===== src/rtl/linescanner_pkg.sv =====
// Shared types for the line-scan capture controller: exposure and load
// state encodings plus the default timing-counter type.
package linescanner_pkg;

    localparam int DEFAULT_CNT_WIDTH = 8;

    typedef logic [DEFAULT_CNT_WIDTH-1:0] timing_cnt_t;

    typedef enum logic [2:0] {
        EXP_IDLE,
        EXP_CVC_LOW,
        EXP_CDS_LOW,
        EXP_WAIT_ADC,
        EXP_SAMPLE_HI,
        EXP_HOLD,
        EXP_RELEASE
    } exp_state_t;

    typedef enum logic [2:0] {
        LD_WAIT_RE,
        LD_WAIT_LVAL_LOW,
        LD_DELAY,
        LD_PULSE,
        LD_WAIT_FE
    } load_state_t;

endpackage


===== src/rtl/linescanner_phase_timer.sv =====
// Phase countdown timer. A phase loaded with length L lasts max(L,1) cycles:
// done is high in the last cycle of the phase. The length is captured on
// load, so later changes to the source do not stretch a running phase.
module linescanner_phase_timer
    import linescanner_pkg::*;
#(
    parameter int CNT_WIDTH = DEFAULT_CNT_WIDTH
) (
    input  logic                 pixel_clock,
    input  logic                 reset,
    input  logic                 load,
    input  logic [CNT_WIDTH-1:0] length,
    output logic                 done
);

    logic [CNT_WIDTH-1:0] count_reg;

    // Load remaining-cycles-minus-one, then count down to zero and hold.
    always_ff @(posedge pixel_clock or posedge reset) begin
        if (reset) begin
            count_reg <= '0;
        end else if (load) begin
            count_reg <= (length == '0) ? '0 : length - 1'b1;
        end else if (count_reg != '0) begin
            count_reg <= count_reg - 1'b1;
        end
    end

    assign done = (count_reg == '0);

endmodule


===== src/rtl/linescanner_capture_controller.sv =====
// Line-scan sensor controller: exposure timing FSM, load_pulse FSM and the
// registered pixel capture path with line framing and length checking.
// Build option TEST_PATTERN_EN: pixel_data carries a ramp equal to the low
// bits of pixel_index and the data input is ignored; framing is unchanged.
module linescanner_capture_controller
    import linescanner_pkg::*;
#(
    parameter int DATA_WIDTH  = 8,
    parameter int LINE_PIXELS = 1024,
    parameter int CNT_WIDTH   = DEFAULT_CNT_WIDTH,
    parameter int LOAD_DELAY  = 3,
    parameter int LINE_CNT_W  = 16,
    localparam int IDX_W      = (LINE_PIXELS > 1) ? $clog2(LINE_PIXELS) : 1
) (
    input  logic                  pixel_clock,
    input  logic                  reset,
    input  logic                  enable,
    input  logic                  single_shot,
    input  logic                  start,
    input  logic [CNT_WIDTH-1:0]  t_rst_cvc,
    input  logic [CNT_WIDTH-1:0]  t_rst_cds,
    input  logic [CNT_WIDTH-1:0]  t_sample,
    input  logic [CNT_WIDTH-1:0]  t_hold,
    input  logic                  end_adc,
    input  logic                  lval,
    input  logic [DATA_WIDTH-1:0] data,
    output logic                  rst_cvc,
    output logic                  rst_cds,
    output logic                  sample,
    output logic                  load_pulse,
    output logic                  pixel_valid,
    output logic [DATA_WIDTH-1:0] pixel_data,
    output logic [IDX_W-1:0]      pixel_index,
    output logic                  line_start,
    output logic                  line_end,
    output logic [LINE_CNT_W-1:0] line_count,
    output logic                  length_error,
    output logic                  busy
);

    localparam int LEN_W = IDX_W + 1;
    localparam logic [IDX_W-1:0] LAST_IDX    = IDX_W'(LINE_PIXELS - 1);
    localparam logic [LEN_W-1:0] LINE_TARGET = LEN_W'(LINE_PIXELS);

    // ---------------- exposure FSM ----------------
    exp_state_t           exp_state_reg, exp_state_next;
    logic                 exp_timer_load;
    logic [CNT_WIDTH-1:0] exp_timer_length;
    logic                 exp_timer_done;

    linescanner_phase_timer #(.CNT_WIDTH(CNT_WIDTH)) u_exp_timer (
        .pixel_clock (pixel_clock),
        .reset       (reset),
        .load        (exp_timer_load),
        .length      (exp_timer_length),
        .done        (exp_timer_done)
    );

    // Exposure state register.
    always_ff @(posedge pixel_clock or posedge reset) begin
        if (reset) exp_state_reg <= EXP_IDLE;
        else       exp_state_reg <= exp_state_next;
    end

    // Exposure next state; the timer is loaded on the edge that enters a timed phase.
    always_comb begin
        exp_state_next   = exp_state_reg;
        exp_timer_load   = 1'b0;
        exp_timer_length = t_rst_cvc;
        rst_cvc          = 1'b1;
        rst_cds          = 1'b1;
        sample           = 1'b0;
        case (exp_state_reg)
            EXP_IDLE: begin
                if (enable && (!single_shot || start)) begin
                    exp_state_next   = EXP_CVC_LOW;
                    exp_timer_load   = 1'b1;
                    exp_timer_length = t_rst_cvc;
                end
            end
            EXP_CVC_LOW: begin
                rst_cvc = 1'b0;
                if (exp_timer_done) begin
                    exp_state_next   = EXP_CDS_LOW;
                    exp_timer_load   = 1'b1;
                    exp_timer_length = t_rst_cds;
                end
            end
            EXP_CDS_LOW: begin
                rst_cvc = 1'b0;
                rst_cds = 1'b0;
                if (exp_timer_done) exp_state_next = EXP_WAIT_ADC;
            end
            EXP_WAIT_ADC: begin
                rst_cvc = 1'b0;
                rst_cds = 1'b0;
                if (end_adc) begin
                    exp_state_next   = EXP_SAMPLE_HI;
                    exp_timer_load   = 1'b1;
                    exp_timer_length = t_sample;
                end
            end
            EXP_SAMPLE_HI: begin
                rst_cvc = 1'b0;
                rst_cds = 1'b0;
                sample  = 1'b1;
                if (exp_timer_done) begin
                    exp_state_next   = EXP_HOLD;
                    exp_timer_load   = 1'b1;
                    exp_timer_length = t_hold;
                end
            end
            EXP_HOLD: begin
                rst_cvc = 1'b0;
                rst_cds = 1'b0;
                if (exp_timer_done) exp_state_next = EXP_RELEASE;
            end
            EXP_RELEASE: exp_state_next = EXP_IDLE;
            default:     exp_state_next = EXP_IDLE;
        endcase
    end

    assign busy = (exp_state_reg != EXP_IDLE);

    // ---------------- load FSM ----------------
    load_state_t          load_state_reg, load_state_next;
    logic                 end_adc_reg;
    logic                 load_timer_load;
    logic                 load_timer_done;

    linescanner_phase_timer #(.CNT_WIDTH(CNT_WIDTH)) u_load_timer (
        .pixel_clock (pixel_clock),
        .reset       (reset),
        .load        (load_timer_load),
        .length      (CNT_WIDTH'(LOAD_DELAY - 1)),
        .done        (load_timer_done)
    );

    // Load state register and end_adc history for rising-edge detection.
    always_ff @(posedge pixel_clock or posedge reset) begin
        if (reset) begin
            load_state_reg <= LD_WAIT_RE;
            end_adc_reg    <= 1'b0;
        end else begin
            load_state_reg <= load_state_next;
            end_adc_reg    <= end_adc;
        end
    end

    // Load next state. The cycle that first sees lval low counts as the first
    // of the LOAD_DELAY cycles, so DELAY itself spans LOAD_DELAY-1 cycles.
    always_comb begin
        load_state_next = load_state_reg;
        load_timer_load = 1'b0;
        load_pulse      = 1'b0;
        case (load_state_reg)
            LD_WAIT_RE: begin
                if (end_adc && !end_adc_reg) load_state_next = LD_WAIT_LVAL_LOW;
            end
            LD_WAIT_LVAL_LOW: begin
                if (!lval) begin
                    if (LOAD_DELAY <= 1) begin
                        load_state_next = LD_PULSE;
                    end else begin
                        load_state_next = LD_DELAY;
                        load_timer_load = 1'b1;
                    end
                end
            end
            LD_DELAY:   if (load_timer_done) load_state_next = LD_PULSE;
            LD_PULSE: begin
                load_pulse      = 1'b1;
                load_state_next = LD_WAIT_FE;
            end
            LD_WAIT_FE: if (!end_adc) load_state_next = LD_WAIT_RE;
            default:    load_state_next = LD_WAIT_RE;
        endcase
    end

    // ---------------- capture pipeline ----------------
    logic                  lval_reg;
    logic                  line_start_reg;
    logic                  line_end_reg;
    logic [IDX_W-1:0]      index_reg;
    logic [LEN_W-1:0]      length_reg;
    logic [LINE_CNT_W-1:0] line_count_reg;
    logic                  length_error_reg;

    // Framing, pixel index and line-length bookkeeping, one cycle behind lval.
    always_ff @(posedge pixel_clock or posedge reset) begin
        if (reset) begin
            lval_reg         <= 1'b0;
            line_start_reg   <= 1'b0;
            line_end_reg     <= 1'b0;
            index_reg        <= '0;
            length_reg       <= '0;
            line_count_reg   <= '0;
            length_error_reg <= 1'b0;
        end else begin
            lval_reg       <= lval;
            line_start_reg <= lval && !lval_reg;
            line_end_reg   <= !lval && lval_reg;
            if (lval && !lval_reg) begin
                index_reg  <= '0;
                length_reg <= LEN_W'(1);
            end else if (lval) begin
                if (index_reg != LAST_IDX) index_reg <= index_reg + 1'b1;
                if (length_reg != '1)      length_reg <= length_reg + 1'b1;
            end
            if (!lval && lval_reg) begin
                line_count_reg <= line_count_reg + 1'b1;
                if (length_reg != LINE_TARGET) length_error_reg <= 1'b1;
            end
        end
    end

`ifdef TEST_PATTERN_EN
    assign pixel_data = DATA_WIDTH'(index_reg);
`else
    logic [DATA_WIDTH-1:0] data_reg;

    // Pixel data pipeline register, aligned with pixel_valid.
    always_ff @(posedge pixel_clock or posedge reset) begin
        if (reset) data_reg <= '0;
        else       data_reg <= data;
    end

    assign pixel_data = data_reg;
`endif

    assign pixel_valid  = lval_reg;
    assign pixel_index  = index_reg;
    assign line_start   = line_start_reg;
    assign line_end     = line_end_reg;
    assign line_count   = line_count_reg;
    assign length_error = length_error_reg;

endmodule


===== config.mk =====
export PLATFORM = sky130hd
export DESIGN_NAME = linescanner_capture_controller
export DESIGN_NICKNAME = d
export VERILOG_FILES = /design/src/rtl/linescanner_pkg.sv /design/src/rtl/linescanner_phase_timer.sv /design/src/rtl/linescanner_capture_controller.sv
export SDC_FILE = /design/constraint.sdc
export NUM_CORES = 1
export LEC_CHECK = 0
export BUFFER_PORTS_ARGS = -buffer_cell sky130_fd_sc_hd__buf_2
export CELL_PAD_IN_SITES_DETAIL_PLACEMENT = 1
export CELL_PAD_IN_SITES_GLOBAL_PLACEMENT = 2
export CORE_MARGIN = 3
export CORE_UTILIZATION = 35
export CTS_CLUSTER_DIAMETER = 60
export DETAILED_ROUTE_END_ITERATION = 7
export PLACE_DENSITY = 0.92
export SLEW_MARGIN = 15
export SYNTH_ARGS = -nofsm -noshare
export SYNTH_HDL_FRONTEND = slang
export SYNTH_SLANG_ARGS = --single-unit

===== constraint.sdc =====
create_clock -name pixel_clock -period 5.8 [get_ports pixel_clock]
set_input_delay 1.16 -clock pixel_clock [delete_from_list [all_inputs] [get_ports pixel_clock]]
set_output_delay 1.16 -clock pixel_clock [all_outputs]
set_load 0.01 [all_outputs]

==> flow_summary.json <==
{
  "outcome": "finished clean",
  "start_util": 0.367,
  "synthCells": 421,
  "r2r_slack_ns": 2.60,
  "synth_enable_flop_cells": 0,
  "cts_resized": 0,
  "clockRootBuffer": "clkbuf_16",
  "cp_max_fo": 18,
  "vias": 3536,
  "crit_path_start_kind": "register",
  "largest_reg_flops": 16,
  "yosysWarningCount": 0,
  "die_width_um": 114,
  "endpoint_kind": "register",
  "yosysMostFrequentCell": "dfrtp_1",
  "worstReg2RegEnd": "u_exp_timer.count_reg[4]$_DFFE_PP0P_",
  "wl_per_cell_um": 17.1,
  "cts_sinks": 72,
  "synth_top_area_share": 0.443,
  "rsz0062_at_grt": "no",
  "firstDrtPassIters": 4,
  "die_h_um": 114,
  "overflow": 0,
  "die-area_um2": 12900,
  "setup_viol": 0,
  "yosysSeqAreaShare": 0.443,
  "syn_area_per_cell_um2": 9.65,
  "clock_skew_ns": 0.00370,
  "ys_async_sr_fraction": 1.00,
  "worst_pin_slew_ns": 0.974,
  "routed_wl_um": 11100,
  "grt_first_pass_wirelength_um": 18800,
  "io_buffers": 89,
  "max_slew_margin": 0.349,
  "drcViolationCount": 0,
  "diodes": 0,
  "coreArea_um2": 11100,
  "dp_cells": 636,
  "cts_tree": "yes",
  "hold_violations": 0,
  "clk_latency_ns": 0.33,
  "yosys-top-cells-count": "dfrtp_1 (72), nand2_1 (38), nor2_1 (36), a21oi_1 (26), nand3_1 (26)",
  "fp-row-count": 38,
  "tns_ns": 0,
  "ys_ff_latch": 72,
  "ctsHoldBuffers": 0,
  "clock.fmax_mhz": 313,
  "finalNonFillerCells": 652,
  "synth_nets": 480,
  "critical_path_class": "reg2reg",
  "post_cts_buffers": 0,
  "clk_pin_slew_ns": 0.05,
  "max-cap-violations": 0,
  "boundaryPins": 90,
  "slew_violations": 0,
  "worstHoldPathType": "reg2reg",
  "antenna_left": 0,
  "ir_worst_vdd_uv": 242,
  "first_global_vias": 3741,
  "dpl_cell_area_um2": 4630,
  "fin_crit_ns": 3.20,
  "fin_nets": 566,
  "cp-startpoint": "exp_state_reg[2]$_DFFE_PP0P_",
  "r2r_start": "exp_state_reg[2]$_DFFE_PP0P_",
  "cts_buffers": 9,
  "dp.final_hpwl_um": 8330,
  "cp.required_ns": 5.99,
  "place.gp.congestion": 0.874,
  "synthTopCellsByArea": "dfrtp_1 (44%), xnor2_1 (5.4%), ha_1 (3.7%)",
  "antenna_found_initial": 0,
  "cp-endpoint": "u_exp_timer.count_reg[4]$_DFFE_PP0P_",
  "rr_worst_depth": 7,
  "critPathArrivalTime_ns": 3.38,
  "synth_area_leader_cell": "dfrtp_1",
  "yosysUniqueCellTypes": 62,
  "min_period_over_period": 0.551,
  "viasPerCell": 5.42,
  "grt.total_usage": 0.180,
  "area_growth_pct": 22.3,
  "total_leakage_power_nw": 2.27,
  "clockBufferDepth": 2,
  "ys.flop_type": "dfrtp_1",
  "grt_max_degree": 59,
  "post_route_cells_drive_above_1_share": 0.250,
  "fin_area_um2": 4970,
  "drt_iter0_drc": 166,
  "syn_area_um2": 4060,
  "p_per_area_nw_per_um2": 452,
  "h-tree-depth": 3
}
-- worst max-delay path, stage by stage, from the launching register on --
cell and delay (ns):
dfrtp_1 0.58, nor2b_1 0.84, a22oi_2 0.26, a21oi_1 0.35, ha_1 0.24, inv_1 0.07
o41ai_2 0.53, o22ai_1 0.18
-- final cells by class --
cell class                      count  area [um^2]
Fill cell                        1291         6110
Multi-Input combinational cell    318         2140
Sequential cell                    72         1800
Timing Repair Buffer               91          460
Clock buffer                       14          274
Tap cell                          140          175
Clock inverter                      2         60.1
Inverter                           15         56.3
-- worst min-delay path by stage --
stage / from / to / slack [ns] / cells after the start
global placement: length_error$_DFFE_PP0P_ / length_error$_DFFE_PP0P_ / 0.44 / 1
global route: length_error$_DFFE_PP0P_ / length_error$_DFFE_PP0P_ / 0.50 / 1
finish: length_error$_DFFE_PP0P_ / length_error$_DFFE_PP0P_ / 0.45 / 1
detailed placement: length_error$_DFFE_PP0P_ / length_error$_DFFE_PP0P_ / 0.45 / 1
CTS: length_error$_DFFE_PP0P_ / length_error$_DFFE_PP0P_ / 0.46 / 1
floorplan: load_state_reg[2]$_DFFE_PP0P_ / load_state_reg[0]$_DFFE_PP0P_ / 0.45 / 1
-- power by group --
part           switching, mW  internal (mW)  leakage [nW]
logic                  0.499          0.370          1.18
clock network          0.203          0.412         0.163
registers              0.150          0.610         0.922
-- stage by stage --
step	total power, mW	setup slack [ns]	utilization	hold slack [ns]
floorplan	1.39	2.67	-	0.452
global placement	1.59	2.56	0.418	0.440
detailed placement	1.63	2.37	0.418	0.450
CTS	2.26	2.64	0.448	0.463
global route	2.41	2.30	0.448	0.496
finish	2.24	2.60	0.448	0.452
-- placed cells by master (no fill, tap or decap), drive strengths merged, types with 4 or more instances in the layout --
| master | count |
|---|---|
| a21oi | 27 |
| a22oi | 5 |
| and2 | 5 |
| and3 | 4 |
| buf | 91 |
| clkbuf | 14 |
| dfrtp | 72 |
| ha | 12 |
| inv | 15 |
| nand2 | 39 |
| nand2b | 4 |
| nand3 | 26 |
| nand4 | 12 |
| nor2 | 37 |
| nor2b | 6 |
| nor3 | 8 |
| nor4 | 5 |
| o21a | 5 |
| o21ai | 19 |
| o22ai | 6 |
| or2 | 4 |
| or3 | 8 |
| xnor2 | 25 |
| xor2 | 15 |
-- layer usage --
metal  up-vias  wire length [um]  global-route usage  share of wire
met2        77              5550               0.307           0.50
met4         0                89              0.0585         0.0080
met1      1762              4990               0.233           0.45
li1       1689                 -                   -              -
met5         -                 0                   0              0
met3         8               501              0.0313          0.045
-- logic make-up (layout without fill, tap and decap cells) --
| family | Yosys count | count (layout) | share of synthesized area |
|---|---|---|---|
| and+or+nand+nor | 171 | 171 | 0.226 |
| AOI/OAI and AO/OA | 89 | 89 | 0.161 |
| DFF | 72 | 72 | 0.443 |
| xor gates and xnor gates | 40 | 40 | 0.0862 |
| buffers and inverters | 31 | 122 | 0.0305 |
| adders and majority gates | 12 | 12 | 0.0370 |
| muxes | 6 | 6 | 0.0157 |
No activity file was read; power rests on OpenSTA's default activity.
